**src/rtl/pll_seq_pkg.sv**
```systemverilog
// Shared state codes, saturation limits and a counter-width helper for the PLL lock sequencer.
package pll_seq_pkg;

    localparam logic [1:0] ST_RESET_HOLD = 2'd0;
    localparam logic [1:0] ST_WAIT_LOCK  = 2'd1;
    localparam logic [1:0] ST_LOCKED     = 2'd2;
    localparam logic [1:0] ST_BYPASS     = 2'd3;

    typedef enum logic [1:0] {
        RESET_HOLD = ST_RESET_HOLD,
        WAIT_LOCK  = ST_WAIT_LOCK,
        LOCKED     = ST_LOCKED,
        BYPASS     = ST_BYPASS
    } pll_state_t;

    localparam logic [3:0] RETRY_SAT = 4'd15;
    localparam logic [7:0] LOSS_SAT  = 8'd255;

    // Width needed to count 0 .. n-1, never narrower than one bit.
    function automatic int cntWidth(input int n);
        return (n > 1) ? $clog2(n) : 1;
    endfunction

endpackage

```
**src/rtl/sync_2ff.sv**
```systemverilog
// Two-flop synchronizer bringing the asynchronous PLL LOCK into the clk domain.
module sync_2ff (
    input  logic clk,
    input  logic resetn,
    input  logic i_async,
    output logic o_sync
);

    logic r_meta;
    logic r_sync;

    always_ff @(posedge clk or negedge resetn) begin
        if (!resetn) begin
            r_meta <= 1'b0;
            r_sync <= 1'b0;
        end else begin
            r_meta <= i_async;
            r_sync <= r_meta;
        end
    end

    assign o_sync = r_sync;

endmodule

```
**src/rtl/pll_lock_sequencer.sv**
```systemverilog
// PLL reset / lock-wait / lock-monitor sequencer with retry and loss statistics.
// Optional bypass fallback after repeated timeouts: define PLL_SEQ_BYPASS_FALLBACK_EN.
module pll_lock_sequencer
    import pll_seq_pkg::*;
#(
    parameter int RESET_CYCLES   = 16,
    parameter int STABLE_CYCLES  = 64,
    parameter int TIMEOUT_CYCLES = 4096,
    parameter int MAX_RETRIES    = 3
) (
    input  logic       clk,
    input  logic       resetn,
    input  logic       pll_lock,
    input  logic       clear_counts,
    output logic       pll_resetb,
    output logic       pll_bypass,
    output logic       sys_resetn,
    output logic       locked,
    output logic [1:0] state,
    output logic [3:0] retry_count,
    output logic [7:0] loss_count
);

`ifdef PLL_SEQ_BYPASS_FALLBACK_EN
    localparam bit FALLBACK_EN = 1'b1;
`else
    localparam bit FALLBACK_EN = 1'b0;
`endif

    localparam int HW = cntWidth(RESET_CYCLES);
    localparam int SW = cntWidth(STABLE_CYCLES);
    localparam int TW = cntWidth(TIMEOUT_CYCLES);

    pll_state_t  r_state;
    pll_state_t  w_next_state;
    logic [HW-1:0] r_hold;
    logic [SW-1:0] r_stable;
    logic [TW-1:0] r_timeout;
    logic [3:0]  r_retry;
    logic [7:0]  r_loss;
    logic        r_pll_resetb;
    logic        r_pll_bypass;
    logic        r_sys_resetn;
    logic        r_locked;

    logic w_lock_s;
    logic w_hold_done;
    logic w_stable_done;
    logic w_timeout;
    logic w_fallback;
    logic w_timeout_evt;
    logic w_loss_evt;
    logic w_lock_entry;
    logic w_pll_resetb;
    logic w_pll_bypass;
    logic w_sys_resetn;
    logic w_locked;

    sync_2ff u_sync (
        .clk     (clk),
        .resetn  (resetn),
        .i_async (pll_lock),
        .o_sync  (w_lock_s)
    );

    assign w_hold_done   = (r_hold == HW'(RESET_CYCLES - 1));
    assign w_stable_done = w_lock_s && (r_stable == SW'(STABLE_CYCLES - 1));
    assign w_timeout     = (r_timeout == TW'(TIMEOUT_CYCLES - 1));
    assign w_fallback    = FALLBACK_EN && (r_retry == 4'(MAX_RETRIES));

    // Stable completion has priority over a coincident timeout.
    assign w_lock_entry  = (r_state == WAIT_LOCK) && w_stable_done;
    assign w_timeout_evt = (r_state == WAIT_LOCK) && !w_stable_done && w_timeout;
    assign w_loss_evt    = (r_state == LOCKED) && !w_lock_s;

    always_ff @(posedge clk or negedge resetn) begin
        if (!resetn) begin
            r_state <= RESET_HOLD;
        end else begin
            r_state <= w_next_state;
        end
    end

    always_comb begin
        w_next_state = r_state;
        case (r_state)
            RESET_HOLD: if (w_hold_done) w_next_state = WAIT_LOCK;
            WAIT_LOCK: begin
                if (w_stable_done) begin
                    w_next_state = LOCKED;
                end else if (w_timeout) begin
                    w_next_state = w_fallback ? BYPASS : RESET_HOLD;
                end
            end
            LOCKED:     if (!w_lock_s) w_next_state = RESET_HOLD;
            BYPASS:     w_next_state = FALLBACK_EN ? BYPASS : RESET_HOLD;
            default:    w_next_state = RESET_HOLD;
        endcase
    end

    // Outputs are decoded from the next state so the registered copies line up with r_state.
    always_comb begin
        w_pll_resetb = 1'b1;
        w_pll_bypass = 1'b0;
        w_sys_resetn = 1'b0;
        w_locked     = 1'b0;
        case (w_next_state)
            RESET_HOLD: w_pll_resetb = 1'b0;
            LOCKED: begin
                w_sys_resetn = 1'b1;
                w_locked     = 1'b1;
            end
            BYPASS: begin
                w_sys_resetn = 1'b1;
                w_pll_bypass = 1'b1;
            end
            default: ;
        endcase
    end

    always_ff @(posedge clk or negedge resetn) begin
        if (!resetn) begin
            r_pll_resetb <= 1'b0;
            r_pll_bypass <= 1'b0;
            r_sys_resetn <= 1'b0;
            r_locked     <= 1'b0;
        end else begin
            r_pll_resetb <= w_pll_resetb;
            r_pll_bypass <= w_pll_bypass;
            r_sys_resetn <= w_sys_resetn;
            r_locked     <= w_locked;
        end
    end

    // Phase counters restart on every state change.
    always_ff @(posedge clk or negedge resetn) begin
        if (!resetn) begin
            r_hold    <= '0;
            r_stable  <= '0;
            r_timeout <= '0;
        end else if (w_next_state != r_state) begin
            r_hold    <= '0;
            r_stable  <= '0;
            r_timeout <= '0;
        end else begin
            if (r_state == RESET_HOLD) begin
                r_hold <= r_hold + 1'b1;
            end
            if (r_state == WAIT_LOCK) begin
                r_stable  <= w_lock_s ? r_stable + 1'b1 : '0;
                r_timeout <= r_timeout + 1'b1;
            end
        end
    end

    always_ff @(posedge clk or negedge resetn) begin
        if (!resetn) begin
            r_retry <= 4'd0;
            r_loss  <= 8'd0;
        end else if (clear_counts) begin
            r_retry <= 4'd0;
            r_loss  <= 8'd0;
        end else begin
            if (w_lock_entry) begin
                r_retry <= 4'd0;
            end else if (w_timeout_evt && (r_retry != RETRY_SAT)) begin
                r_retry <= r_retry + 4'd1;
            end
            if (w_loss_evt && (r_loss != LOSS_SAT)) begin
                r_loss <= r_loss + 8'd1;
            end
        end
    end

    assign pll_resetb  = r_pll_resetb;
    assign pll_bypass  = FALLBACK_EN ? r_pll_bypass : 1'b0;
    assign sys_resetn  = r_sys_resetn;
    assign locked      = r_locked;
    assign state       = r_state;
    assign retry_count = r_retry;
    assign loss_count  = r_loss;

endmodule

```
**config.mk**
```make
export PLATFORM = sky130hd
export DESIGN_NAME = pll_lock_sequencer
export DESIGN_NICKNAME = d
export VERILOG_FILES = /design/src/rtl/pll_seq_pkg.sv /design/src/rtl/sync_2ff.sv /design/src/rtl/pll_lock_sequencer.sv
export SDC_FILE = /design/constraint.sdc
export NUM_CORES = 1
export LEC_CHECK = 0
export BUFFER_PORTS_ARGS = -buffer_cell sky130_fd_sc_hd__clkbuf_2
export CAP_MARGIN = 20
export CELL_PAD_IN_SITES_DETAIL_PLACEMENT = 1
export CELL_PAD_IN_SITES_GLOBAL_PLACEMENT = 1
export CORE_MARGIN = 8
export CORE_UTILIZATION = 40
export CTS_CLUSTER_DIAMETER = 50
export DETAILED_ROUTE_END_ITERATION = 12
export GPL_TIMING_DRIVEN = 0
export PLACE_DENSITY = 0.83
export REMOVE_ABC_BUFFERS = 1
export SLEW_MARGIN = 5
export SYNTH_ARGS = -nofsm -noshare
export SYNTH_HDL_FRONTEND = slang
export SYNTH_HIERARCHICAL = 1
export SYNTH_SLANG_ARGS = --single-unit
```
**constraint.sdc**
```tcl
create_clock -name clk -period 1.43 [get_ports clk]
set_input_delay 0.143 -clock clk [delete_from_list [all_inputs] [get_ports clk]]
set_output_delay 0.143 -clock clk [all_outputs]
set_load 0.01 [all_outputs]
```
==> reports/metrics.cfg, run 1 <==
[clock_tree]
clock_latency_ns=0.30
h-tree-depth=2
cts_root_buf=clkbuf_8
cts_sinks=40
numCtsBuffers=5
path_clk_slew_ns=0.08
clk_path_buf_depth=2
cts_tree=done

[layout]
final_common_cell=dfrtp_1
n_antenna_cell=0
fillCellCount=564
finalNonFillerCells=336
drive_gt1_share_pct=39.1
num-nets-final=275
regArea_sq_mm=0.00101
final_cell_mix=dfrtp_1, buf_4, nor2_1, nand2_1, clkbuf_2
synthToLayoutAreaGrowth_pct=34.4
multi_input_area_sq_mm=0.00119
fin_util_pct=55.3
final_cell_area_sq_mm=0.00279

[placed_design]
dp_hpwl_mm=3.42
io_buffers=20
gp_congestion=0.775
placed_area_sq_mm=0.00222
place_inst=295

[drt]
drt-total-wl_mm=6.56
drtIter0Drc=93
num_vias=1878
wl_per_cell_um=19.5
viasPerCell=5.59
drtPass1Iterations=4
detail-route-antenna-nets=0
route.detailed.drc=0

[synthesis]
synth_warnings=6
synth_top_flop_cell=dfrtp_1
async_flop_share_pct=100
syn_inst=215
yosysUniqueCellTypes=38
yosysTopAreaCellShare_pct=48.3
yosysTopAreaCell=dfrtp_1
synth.area.top_cells=dfrtp_1, xor2_1, nor2_1, nand2_1, xnor2_1
ys_seq_area_share_pct=48.3
syn_area_per_cell_sq_um=9.65
synth_area_sq_mm=0.00207
synth_edf_count=0
synth_seq_cells=40

[power_and_ir_drop]
power_density_mw_per_mm2=743
power_w=0.00207
p_leak_nw=1.20
peakVddDrop_mv=0.753

[sta]
hold_viol_final=0
fin_ws_ns=-0.238
clock_skew_ns=0.00492
final.setup.tns_ns=-5.59
slew_viol_final=0
period_minus_slack_ns=1.67
fmax_mhz=599
finalCritPeriodShare_pct=117
setup_violations=32
rsz0062_at_grt=yes

[setup_path]
ff2ff_setup_slack_ns=-0.24
crit_arrival_ns=1.86
cp-end-kind=flip-flop
start_kind=flip-flop
setup.worst_path.start=r_timeout[1]
worst-setup-path-type=reg2reg
cp.required_ns=1.62
reg2reg_from=r_timeout[1]
path_max_fanout=14

[global_routing]
grt_use_total_pct=16.7
use_met3_pct=3.94
grt_max_degree=41
grt_overflow=0
grt_pass1_wl_mm=10.0
met2_usage_pct=30.3
top_usage_layer=met2
grt_pass1_vias=1986
antenna_found_initial=0
use_met1_pct=18.2

[floorplanning]
dieArea_sq_mm=0.00775
initial_core_util_pct=41.1
core_sq_mm=0.00504
die_h_um=88.0
io_pins=22
die_w_um=88.0
fp-row-count=26

[worst_hold_path]
min_from=clear_counts
hp-class=in2reg

[run]
drv_cap=0

[status]
status=finished, violations left
violations=setup timing

[cell families (layout without fill, tap and decap cells)]
logic type               count (synthesis)  count (layout)  synth area share [%]
XOR/XNOR                                21              21                  8.87
other                                    1               1                 0.181
AND/OR/NAND/NOR                        102             102                  26.4
adder cells (fa/ha/maj)                  5               5                  3.02
flip-flops                              40              40                  48.3
buffers and inverters                   11              62                  2.96
multiplexers                             2               2                 0.965
AO/OA/AOI/OAI                           33              33                  9.41
[cell type report]
type / count / area share (%)
Tap cell: 70 / 3.14
Sequential cell: 40 / 36.3
Timing Repair Buffer: 55 / 14.4
Clock buffer: 7 / 3.45
Multi-Input combinational cell: 164 / 42.7
[sequential cells by signal, indices dropped and copies added (netlist names)]
| name | count |
|---|---|
| r_hold | 4 |
| u_sync/o_sync | 1 |
| locked | 1 |
| r_timeout | 12 |
| r_stable | 6 |
| retry_count | 4 |
| u_sync/r_meta | 1 |
| pll_resetb | 1 |
| loss_count | 8 |
| state | 2 |
[report_power, final]
group | internal (W) | switching, W | total [W]
clock | 0.000430 | 0.000402 | 0.000833
combinational | 0.0000360 | 0.0000508 | 0.0000868
sequential | 0.00114 | 0.0000128 | 0.00115
[worst max-delay path: stages, from the launching register on]
cell and delay (ns):
dfrtp_1 0.39, ha_2 0.20, and2_4 0.16, nand4_4 0.13, buf_6 0.17, a31oi_4 0.26
buf_8 0.19, nor2_1 0.06
[final timing paths]
kind                            endpoint  depth (start not counted)
max                         r_timeout[3]                          7
min                        loss_count[1]                          2
max reg2reg                 r_timeout[3]                          7
min reg2reg                u_sync/o_sync                          0
max in group asynchronous  loss_count[0]                          3
min in group asynchronous      r_hold[1]                          2
[what timing repair did]
item	4_1_cts	5_1_grt
setup endpoints to repair	38	35
gates resized for setup	41	16
pin swaps	13	13
buffers inserted	25	6
hold endpoints to repair	1	10
hold buffers	1	1
[metal layers]
metal  share of wire [%]  wire length [um]  vias up
li1                    -                 -      863
met4                 2.0               131        0
met3                 3.3               218       14
met1                  41              2680      960
met5                   0                 0        -
met2                  54              3540       41
[synthesized netlist by cell type (2+ instances only)]
master	n
nand3b_1	4
and2_1	3
buf_4	4
ha_1	5
a31oi_1	2
clkbuf_1	3
mux2i_1	2
xnor2_1	8
o21ai_0	10
nor2_1	25
and3_1	3
nor4_1	4
or4_1	2
o211ai_1	5
nor3b_1	2
nand3_1	10
buf_2	4
nand2_1	23
a21oi_1	11
nor3_1	4
and4_1	3
xor2_1	13
nand4_1	11
dfrtp_1	40
[stage by stage]
stage	setup slack [ns]	hold slack, ns
after floorplan	-0.657	-0.153
after global placement	-1.52	0.252
after detailed placement	-0.632	0.253
after CTS	-0.163	0.0364
after global routing	-0.312	0.224
final	-0.238	0.200
Power figures use the tool's default switching activity.
==> run 2: changes to the inputs <==
==> constraint.sdc (replaced) <==
create_clock -name clk -period 1.36 [get_ports clk]
set_input_delay 0.136 -clock clk [delete_from_list [all_inputs] [get_ports clk]]
set_output_delay 0.136 -clock clk [all_outputs]
set_load 0.01 [all_outputs]
==> reports/metrics.cfg, run 2 (synthesis results as in run 1) <==
[status]
status=finished, violations left  ; unchanged
violations=setup timing  ; unchanged

[drt]
num_vias=1897  ; was 1878
detail-route-antenna-nets=0  ; unchanged
drtPass1Iterations=4  ; unchanged
drt-total-wl_mm=6.65  ; was 6.56 mm
route.detailed.drc=0  ; unchanged
drtIter0Drc=55  ; was 93
wl_per_cell_um=19.7  ; was 19.5 um
viasPerCell=5.61  ; was 5.59

[floorplanning]
die_h_um=88.0  ; unchanged
initial_core_util_pct=41.1  ; unchanged
die_w_um=88.0  ; unchanged
fp-row-count=26  ; unchanged
core_sq_mm=0.00504  ; unchanged
dieArea_sq_mm=0.00775  ; unchanged
io_pins=22  ; unchanged

[setup_path]
cp.required_ns=1.54  ; was 1.62 ns
cp-end-kind=flip-flop  ; unchanged
setup.worst_path.start=r_timeout[0]  ; was r_timeout[1]
reg2reg_from=r_timeout[0]  ; was r_timeout[1]
critPathSlowestCell=dfrtp_1  ; unchanged
path_cells=ha_2 > and2_4 > nand4_4 > buf_6 > a31oi_4 > buf_8 > nor2_1  ; unchanged
worst-setup-path-type=reg2reg  ; unchanged
start_kind=flip-flop  ; unchanged
slowest_delay_ns=0.39  ; about the same
path_max_fanout=14  ; unchanged
crit_arrival_ns=1.88  ; was 1.86 ns

[sta]
fmax_mhz=591  ; was 599 MHz
fin_ws_ns=-0.333  ; was -0.238 ns
clock_skew_ns=0.00900  ; was 0.00492 ns
period_minus_slack_ns=1.69  ; was 1.67 ns
slew_viol_final=0  ; unchanged
finalCritPeriodShare_pct=124  ; was 117%
setup_violations=36  ; was 32
whs_ns=0.215  ; was 0.200 ns
final.setup.tns_ns=-8.57  ; was -5.59 ns
rsz0062_at_grt=yes  ; unchanged
hold_viol_final=0  ; unchanged

[layout]
fillCellCount=560  ; was 564
num-nets-final=277  ; was 275
final_cell_mix=dfrtp_1, buf_4, nor2_1, nand2_1, clkbuf_2  ; unchanged
final_common_cell=dfrtp_1  ; unchanged
largest_reg_flops=12  ; unchanged
max_flop_register=r_timeout  ; unchanged
finalNonFillerCells=338  ; was 336
n_antenna_cell=0  ; unchanged
synthToLayoutAreaGrowth_pct=36.6  ; was 34.4%
drive_gt1_share_pct=39.2  ; was 39.1%

[global_routing]
grt_pass1_vias=2003  ; was 1986
use_met1_pct=18.4  ; was 18.2%
grt_use_total_pct=16.7  ; about the same
grt_pass1_wl_mm=10.0  ; about the same
top_usage_layer=met2  ; unchanged
antenna_found_initial=0  ; unchanged
grt_overflow=0  ; unchanged
met2_usage_pct=29.8  ; was 30.3%
grt_max_degree=41  ; unchanged
use_met3_pct=4.22  ; was 3.94%

[power_and_ir_drop]
p_leak_nw=1.23  ; was 1.20 nW
combPwrFrac_pct=4.0  ; was 4.2%
switching_share_pct=22.2  ; was 22.5%
p_switching_w=0.000480  ; was 0.000466 W
p_int_w=0.00169  ; was 0.00161 W
peakVddDrop_mv=0.778  ; was 0.753 mV
seq_power_share_pct=56.0  ; was 55.6%
power_w=0.00217  ; was 0.00207 W
clkPwrFrac_pct=40.0  ; was 40.2%
power_density_mw_per_mm2=765  ; was 743 mW/mm^2

[clock_tree]
h-tree-depth=2  ; unchanged
cts_root_buf=clkbuf_8  ; unchanged
path_clk_slew_ns=0.08  ; about the same
clk_path_buf_depth=2  ; unchanged
cts_sinks=40  ; unchanged
clock_latency_ns=0.30  ; about the same
numCtsBuffers=5  ; unchanged
cts_tree=done  ; unchanged

[placed_design]
dp_hpwl_mm=3.42  ; unchanged
place_inst=295  ; unchanged
gp_congestion=0.775  ; unchanged
io_buffers=20  ; unchanged

[worst_hold_path]
hp-class=in2reg  ; unchanged
min_from=clear_counts  ; unchanged

[run]
drv_cap=0  ; unchanged

[run 2: cell count changes in the layout (fill, tap and decap cells not counted), sizes merged]
cell and delta:
buf +2
[run 2: worst paths after layout]
check / end / slack [ns] / cells past startpoint
worst max-delay path: r_timeout[11] / -0.33 / 7
worst min-delay path: retry_count[2] / 0.21 / 2
worst max register to register: r_timeout[11] / -0.33 / 7
worst min register to register: u_sync/o_sync / 0.35 / 0
max in group asynchronous: r_timeout[2] / 0.64 / 3
min in group asynchronous: locked / 0.25 / 2
[run 2: power by group through the flow]
| stage | registers, W | logic (W) | clock network, W |
|---|---|---|---|
| after floorplan | 0.00123 | 0.0000190 | 0 |
| after global placement | 0.00123 | 0.0000530 | 0 |
| after detailed placement | 0.00124 | 0.0000545 | 0 |
| after CTS | 0.00121 | 0.0000762 | 0.000871 |
| after global routing | 0.00121 | 0.0000989 | 0.000931 |
| final | 0.00121 | 0.0000877 | 0.000866 |
[run 2: layout make-up]
cell class,instances,area [sq um],share of cell area (%)
flip-flops and latches,40,1010,35.7
multi-input cells,164,1220,42.9
repair buffers,57,422,14.9
well taps,70,87.6,3.09
clock buffers,7,96.3,3.40
[run 2: per-stage QoR]
| stage | utilization [%] | worst slack (ns) | instance area (sq um) |
|---|---|---|---|
| final | 56.2 | -0.333 | 2830 |
| after global routing | 56.2 | -0.391 | 2830 |
| after CTS | 53.2 | -0.233 | 2680 |
| after detailed placement | 44.0 | -0.702 | 2220 |
| after global placement | 43.6 | -1.59 | 2200 |
| after floorplan | - | -0.727 | 2010 |
[run 2: worst max-delay path, delay by kind of cell (launching register included)]
kind	cells	cell delay, ns
DFF	1	0.39
and+or+nand+nor	3	0.37
buffers and inverters	2	0.35
AOI/OAI and AO/OA	1	0.25
adders and majority gates	1	0.20
[run 2: metal layers]
| layer | vias to the layer above | wire (um) |
|---|---|---|
| met4 | 0 | 135 |
| met1 | 981 | 2760 |
| met2 | 35 | 3530 |
| li1 | 865 | - |
| met5 | - | 0 |
| met3 | 16 | 226 |
[run 2: repair_timing]
action,4_1_cts,5_1_grt
setup endpoints to repair,38,36
hold buffers,1,1
setup buffers,26,8
gates resized for setup,43,19
pin swaps,17,13
endpoints found under the hold margin,1,10
